--- src/rtl/upg_uart_loader.sv ---
// UART programming loader: receives a 16-bit word count plus little-endian
// 32-bit words over 8N1 and writes them to consecutive memory word addresses.
module upg_uart_loader #(
  parameter int CLKS_PER_BIT = 87,
  parameter int ADDR_W       = 14
) (
  input  logic              upg_clk_i,
  input  logic              upg_rstn_i,
  input  logic              upg_rx_i,
  output logic              upg_wen_o,
  output logic [ADDR_W-1:0] upg_adr_o,
  output logic [31:0]       upg_dat_o,
  output logic              upg_done_o,
  output logic              upg_err_o
);

  localparam int CNT_W = $clog2(CLKS_PER_BIT);
  localparam int REM_W = ADDR_W + 1;
  localparam logic [CNT_W-1:0] HALF_M1 = CNT_W'(CLKS_PER_BIT / 2 - 1);
  localparam logic [CNT_W-1:0] FULL_M1 = CNT_W'(CLKS_PER_BIT - 1);

  typedef enum logic [2:0] {B_IDLE, B_START, B_DATA, B_STOP, B_BREAK} bit_state_t;
  typedef enum logic [1:0] {F_HDR0, F_HDR1, F_WORD, F_DONE} frm_state_t;

  logic             rx_meta_q, rx_sync_q;
  bit_state_t       bit_q, bit_d;
  logic [CNT_W-1:0] cnt_q, cnt_d;
  logic [2:0]       bit_idx_q, bit_idx_d;
  logic [7:0]       shift_q, shift_d;
  logic             byte_vld_q, byte_vld_d;
  logic             frm_err;

  frm_state_t       frm_q, frm_d;
  logic [7:0]       cnt_lo_q, cnt_lo_d;
  logic [REM_W-1:0] rem_q, rem_d;
  logic [1:0]       idx_q, idx_d;
  logic [23:0]      buf_q, buf_d;
  logic             wen_q, wen_d;
  logic [ADDR_W-1:0] adr_q, adr_d;
  logic [31:0]      dat_q, dat_d;
  logic             err_q, err_d;
  logic [15:0]      hdr_count;

  always_ff @(posedge upg_clk_i or negedge upg_rstn_i) begin
    if (!upg_rstn_i) begin
      rx_meta_q  <= 1'b1;
      rx_sync_q  <= 1'b1;
      bit_q      <= B_IDLE;
      cnt_q      <= '0;
      bit_idx_q  <= '0;
      shift_q    <= '0;
      byte_vld_q <= 1'b0;
      frm_q      <= F_HDR0;
      cnt_lo_q   <= '0;
      rem_q      <= '0;
      idx_q      <= '0;
      buf_q      <= '0;
      wen_q      <= 1'b0;
      adr_q      <= '0;
      dat_q      <= '0;
      err_q      <= 1'b0;
    end else begin
      rx_meta_q  <= upg_rx_i;
      rx_sync_q  <= rx_meta_q;
      bit_q      <= bit_d;
      cnt_q      <= cnt_d;
      bit_idx_q  <= bit_idx_d;
      shift_q    <= shift_d;
      byte_vld_q <= byte_vld_d;
      frm_q      <= frm_d;
      cnt_lo_q   <= cnt_lo_d;
      rem_q      <= rem_d;
      idx_q      <= idx_d;
      buf_q      <= buf_d;
      wen_q      <= wen_d;
      adr_q      <= adr_d;
      dat_q      <= dat_d;
      err_q      <= err_d;
    end
  end

  // Bit FSM. IDLE is only ever entered with the line high, so a low level
  // there is equivalent to a falling edge and also catches back-to-back starts.
  always_comb begin
    bit_d      = bit_q;
    cnt_d      = cnt_q;
    bit_idx_d  = bit_idx_q;
    shift_d    = shift_q;
    byte_vld_d = 1'b0;
    frm_err    = 1'b0;
    case (bit_q)
      B_IDLE: begin
        cnt_d = '0;
        if (!rx_sync_q) bit_d = B_START;
      end
      B_START: begin
        if (cnt_q == HALF_M1) begin
          cnt_d     = '0;
          bit_idx_d = '0;
          bit_d     = rx_sync_q ? B_IDLE : B_DATA;
        end else begin
          cnt_d = cnt_q + CNT_W'(1);
        end
      end
      B_DATA: begin
        if (cnt_q == FULL_M1) begin
          cnt_d     = '0;
          shift_d   = {rx_sync_q, shift_q[7:1]};
          bit_idx_d = bit_idx_q + 3'd1;
          if (bit_idx_q == 3'd7) bit_d = B_STOP;
        end else begin
          cnt_d = cnt_q + CNT_W'(1);
        end
      end
      B_STOP: begin
        if (cnt_q == FULL_M1) begin
          cnt_d = '0;
          if (rx_sync_q) begin
            byte_vld_d = 1'b1;
            bit_d      = B_IDLE;
          end else begin
            frm_err = 1'b1;
            bit_d   = B_BREAK;
          end
        end else begin
          cnt_d = cnt_q + CNT_W'(1);
        end
      end
      B_BREAK: begin
        if (rx_sync_q) bit_d = B_IDLE;
      end
      default: bit_d = B_IDLE;
    endcase
  end

  // shift_q holds the completed byte while byte_vld_q is high
  assign hdr_count = {shift_q, cnt_lo_q};

  always_comb begin
    frm_d    = frm_q;
    cnt_lo_d = cnt_lo_q;
    rem_d    = rem_q;
    idx_d    = idx_q;
    buf_d    = buf_q;
    wen_d    = 1'b0;
    adr_d    = adr_q;
    dat_d    = dat_q;
    err_d    = err_q | (frm_err && (frm_q != F_DONE));
    case (frm_q)
      F_HDR0: begin
        if (byte_vld_q) begin
          cnt_lo_d = shift_q;
          frm_d    = F_HDR1;
        end
      end
      F_HDR1: begin
        if (byte_vld_q) begin
          if (hdr_count == 16'd0) begin
            frm_d = F_DONE;
          end else if (32'(hdr_count) > (32'd1 << ADDR_W)) begin
            err_d = 1'b1;
            frm_d = F_HDR0;
          end else begin
            frm_d = F_WORD;
            adr_d = '0;
            idx_d = '0;
            rem_d = REM_W'(hdr_count);
          end
        end
      end
      F_WORD: begin
        if (wen_q) begin
          adr_d = adr_q + ADDR_W'(1);
          rem_d = rem_q - REM_W'(1);
          if (rem_q == REM_W'(1)) frm_d = F_DONE;
        end else if (byte_vld_q) begin
          if (idx_q == 2'd3) begin
            dat_d = {shift_q, buf_q};
            wen_d = 1'b1;
            idx_d = '0;
          end else begin
            buf_d = {shift_q, buf_q[23:8]};
            idx_d = idx_q + 2'd1;
          end
        end
      end
      F_DONE: ;
      default: frm_d = F_HDR0;
    endcase
  end

  assign upg_wen_o  = wen_q;
  assign upg_adr_o  = adr_q;
  assign upg_dat_o  = dat_q;
  assign upg_done_o = (frm_q == F_DONE);
  assign upg_err_o  = err_q;

endmodule

--- config.mk ---
export PLATFORM = sky130hd
export DESIGN_NAME = upg_uart_loader
export DESIGN_NICKNAME = d
export VERILOG_FILES = /design/src/rtl/upg_uart_loader.sv
export SDC_FILE = /design/constraint.sdc
export NUM_CORES = 1
export LEC_CHECK = 0
export ABC_AREA = 1
export ABC_CLOCK_PERIOD_IN_PS = 4000
export CAP_MARGIN = 10
export CORE_MARGIN = 2
export CORE_UTILIZATION = 35
export DETAILED_ROUTE_END_ITERATION = 16
export PLACE_DENSITY = 0.55
export SYNTH_ARGS = -nofsm -noshare
export SYNTH_HDL_FRONTEND = slang
export SYNTH_SLANG_ARGS = --single-unit
--- constraint.sdc ---
create_clock -name upg_clk_i -period 4 [get_ports upg_clk_i]
set_input_delay 1 -clock upg_clk_i [delete_from_list [all_inputs] [get_ports upg_clk_i]]
set_output_delay 1 -clock upg_clk_i [all_outputs]
set_load 0.02 [all_outputs]
After elaboration in Yosys (flattened, before gate mapping)
Index checks and enable logic that the tools add are counted.
Operators by class
  add/sub/neg operators: 5
  $lt $le $gt $ge: 1
  equal/unequal tests: 27
  muxes and demuxes: 53
  bitwise operators: 3
  reductions and logical operators: 18
Operators by type and width (count)
  two-way mux 15 bit: 4
  two-way mux 14 bit: 4
  inequality test 2 bit, second input constant: 15
  one-hot mux 15 bit (2 select lines): 1
  one-hot mux 14 bit (2 select lines): 1
  two-way mux 3 bit: 9
  two-way mux 2 bit: 13
  one-hot mux 7 bit (3 select lines): 1
  greater-than comparator 16 x 15 -> 1 bit, second input constant: 1
  logical NOT 16 bit: 1
  equality test 15 x 1 -> 1 bit, second input constant: 1
  one-hot mux 3 bit (5 select lines): 1
  subtractor 15 x 1 -> 15 bit, second input constant: 1
  adder 14 x 1 -> 14 bit, second input constant: 1
  two-way mux 1 bit: 14
  two-way mux 7 bit: 2
  AND reduction 6 bit: 2
  AND reduction 5 bit: 2
  AND reduction 4 bit: 2
  adder 7 x 1 -> 7 bit, second input constant: 1
  equality test 7 x 6 -> 1 bit, second input constant: 1
  equality test 7 bit, second input constant: 1
  equality test 2 bit, second input constant: 3
  equality test 3 x 2 -> 1 bit, second input constant: 2
  other kinds (18): 23
Word-level totals
  register bits after elaboration: 123
  input port bits: 3

Depth between registers and ports, before layout
  word-level depth: 9
  mapped depth: 13
  depth with buffers taken out: 11

Worst setup path before layout
No wires, ideal clock.
  kind: flip-flop to output port
  from: reg frm_q[0]
  to: out upg_done_o
  data arrival time: 669 ps
  required time: 3000 ps
  slack: 2331 ps
  stages on the path, launching flop included: 2
  path through: dfrtp_1 -> ha_1
On the way
  longest elaborated chain between the ends: 1
RTL lines
  start, declared: RTL line 33  | frm_state_t frm_q, frm_d;
  start signal, assigned: RTL line 70  | frm_q <= frm_d;
  equality test 2 bit: RTL line 195  | assign upg_done_o = (frm_q == F_DONE);
  end, declared: RTL line 13  | output logic upg_done_o,
Every way passes these cells.

Worst setup path after layout
  from: reg frm_q[0]
  to: reg rem_q[10]
On the way
  longest elaborated chain between the ends: 3
  elaborated cells on any way between the ends: 9
  those cells by class: eq/ne (6); mux (1); reduce/logical (2)
RTL lines
  equality test 2 x 1 -> 1 bit / equality test 2 bit (equally long branches): RTL line 149  | case (frm_q)
  inequality test 2 bit (no source line) / nonzero test 2 bit (equally long branches)
  AND reduction 5 bit (no source line)
  end signal, assigned: RTL line 72  | rem_q <= rem_d;
  end, declared: RTL line 35  | logic [REM_W-1:0] rem_q, rem_d;
Several ways; a longest one is shown, not always the timed one.
A chain may end at the register's enable or synchronous reset.

==> results.toml <==
[synth]
async_reset_ff_frac = 1.000
synth_edf_count = 0
syn-mean-instance-area_um2 = 7.855
ys_seq_elements = 123
ys.flop_type = "dfrtp_1"
ys_warn_count = 0
synthCells = 760
syn_nets = 775
synth_area_um2 = 5969
ys_types = 35
ys_seq_area_frac = 0.5160

[routing]
wire_per_inst_um = 13.18
viasPerCell = 4.598
ant_nets = 0
first_pass_iters = 4
drt-total-wl_um = 13750
num_vias = 4796
drcViolationCount = 0
drt_iter0_drc = 283

[clock_network]
cts_buffer_depth = 2
ctsHoldBuffers = 0
cts_root_buf = "clkbuf_16"
post-cts-setup-buffers = 0
numCtsBuffers = 17
cts.sinks = 123
clk_pin_slew_worst_paths_ns = 0.06
cts_tree = "built"
htreeDepth = 4
ctsResizeCount = 0
insertion_delay_ns = 0.42

[global_routing]
grt-ovfl-total = 0
grt_use_met3 = 0.03941
antenna_found_initial = 0
grt_max_degree = 65
track_usage = 0.1640
grt_pass1_vias = 4716
grt_use_met2 = 0.2585
grt_busiest_layer = "met2"
grt_pass1_wl_um = 23540
met1_usage = 0.2248

[sta]
setup_viol = 0
relSlewSlack = 0.3235
finalHoldViolCount = 0
setup_tns_ns = 0
finalCritPeriodShare = 0.7102
period_needed_ns = 2.841
rsz0062_at_grt = "no"
slew_violations = 0
finalClockSkew_ns = 0.01592
fmax_mhz = 352.0
worst_pin_slew_ns = 1.010
setup_ws_ns = 1.159

[cells_and_area]
final_cell_mix = "nand2_1 (261), dfrtp_1 (121), nor2_1 (74)"
syn2layout_area_growth_pct = 21.84
final_common_cell = "nand2_1"
n_antenna_cell = 0
multi_input_area_um2 = 2510
n_fill_cell = 1695
nets = 825
seq_area_um2 = 3080
drive_above_1_share = 0.07290

[min_path]
min_path_type = "register to register"

[placement]
gp_congestion = 0.8106
io_buffer_count = 51
dp_slack_ns = 1.104
place_hpwl_um = 9452

[critical_path]
worst-path-max-fanout = 30
end_kind = "register"
cp-start-kind = "register"
setup.worst_path.class = "register to register"
critPathRequiredTime_ns = 4.30
arrival_ns = 3.14

[die]
rows = 47
die_h_um = 134.6
start_util = 0.3587
coreArea_um2 = 16640
io_pins = 52
die_x_um = 134.6
die_area_um2 = 18120

[power]
ir_drop_mv = 0.2717
cellLeakagePower_nw = 3.438
powerDensity_nw_per_um2 = 414.8

[job]
max_cap_violations = 0

[outcome]
outcome = "finished, final reports clean"
[sequential cells by signal, summed over array words and instances (netlist names), 2 cells and up]
| name | flops |
|---|---|
| bit_idx_q | 3 |
| bit_q | 3 |
| buf_q | 24 |
| cnt_lo_q | 8 |
| cnt_q | 7 |
| frm_q | 2 |
| idx_q | 2 |
| rem_q | 15 |
| shift_q | 8 |
| upg_adr_o | 14 |
| upg_dat_o | 32 |
[path summary, 6_finish.rpt]
| path | slack (ns) | start | cells past startpoint | end |
|---|---|---|---|---|
| max | 1.16 | frm_q[0] | 8 | rem_q[10] |
| min | 0.37 | rx_meta_q | 0 | rx_sync_q |
| max reg2reg | 1.16 | frm_q[0] | 8 | rem_q[10] |
| min reg2reg | 0.37 | rx_meta_q | 0 | rx_sync_q |
| max in group asynchronous | 2.50 | upg_rstn_i | 2 | cnt_lo_q[1] |
| min in group asynchronous | 0.67 | upg_rstn_i | 1 | upg_dat_o[24] |
[synth_stat cells (3+ instances only)]
cell	instances	share of area
inv_1	61	0.038
buf_1	3	0.0019
inv_2	6	0.0038
dfrtp_1	121	0.51
nor2_1	74	0.047
nand3b_1	3	0.0038
nor3_1	6	0.0050
ha_1	12	0.025
o21ai_1	17	0.014
o21bai_1	5	0.0063
nand2_1	261	0.16
nand3_1	59	0.049
buf_2	7	0.0059
or2_2	5	0.0052
o21ai_0	63	0.053
clkbuf_1	14	0.0088
xor2_1	9	0.013
a21oi_1	10	0.0084
nand4_1	3	0.0031
[layout make-up]
type,count,area share
clock buffer,19,0.06227
tap,220,0.03785
timing repair buffer,58,0.07707
clock inverter,13,0.01910
inverter,68,0.03509
multi-input combinational,542,0.3451
sequential,123,0.4235
[critical path, cell delays in order (launching register included)]
cell	delay (ns)
dfrtp_1	0.40
inv_1	0.08
ha_1	0.47
inv_2	0.13
nor2_1	0.07
inv_1	0.72
nand2_2	0.60
nand2_1	0.18
nand2_1	0.06
[kinds of logic (layout without fill, tap and decap cells)]
kind of cell	after synthesis	in the layout	synth area share
flops	123	123	0.5160
simple gates	418	418	0.2899
buf+inv	95	158	0.06435
compound gates	101	101	0.08845
xor+xnor	11	11	0.01614
fa+ha+maj	12	12	0.02515
[routing by layer]
metal	up-vias	routed length [µm]
met5	-	0
met4	0	119
met3	6	414
met2	61	6270
met1	2212	6944
li1	2517	-
[power breakdown]
group / internal [mW] / switching, mW
sequential: 1.27 / 0.0290
combinational: 0.0581 / 0.132
clock: 0.953 / 0.572
[through the flow]
stage | util | hold WS [ns] | std cells | power [mW] | instance area, µm²
5_1_grt | 0.4370 | 0.3677 | 1043 | 3.148 | 7273
4_1_cts | 0.4370 | 0.3650 | 1043 | 3.057 | 7273
3_5_place_dp | 0.4015 | 0.3564 | 1011 | 1.518 | 6681
3_3_place_gp | 0.4015 | 0.3466 | 1011 | 1.518 | 6681
6_report | 0.4370 | 0.3654 | 1043 | 3.017 | 7273
2_1_floorplan | - | 0.3452 | 760 | 1.451 | 5969
Power figures use the tool's default switching activity.
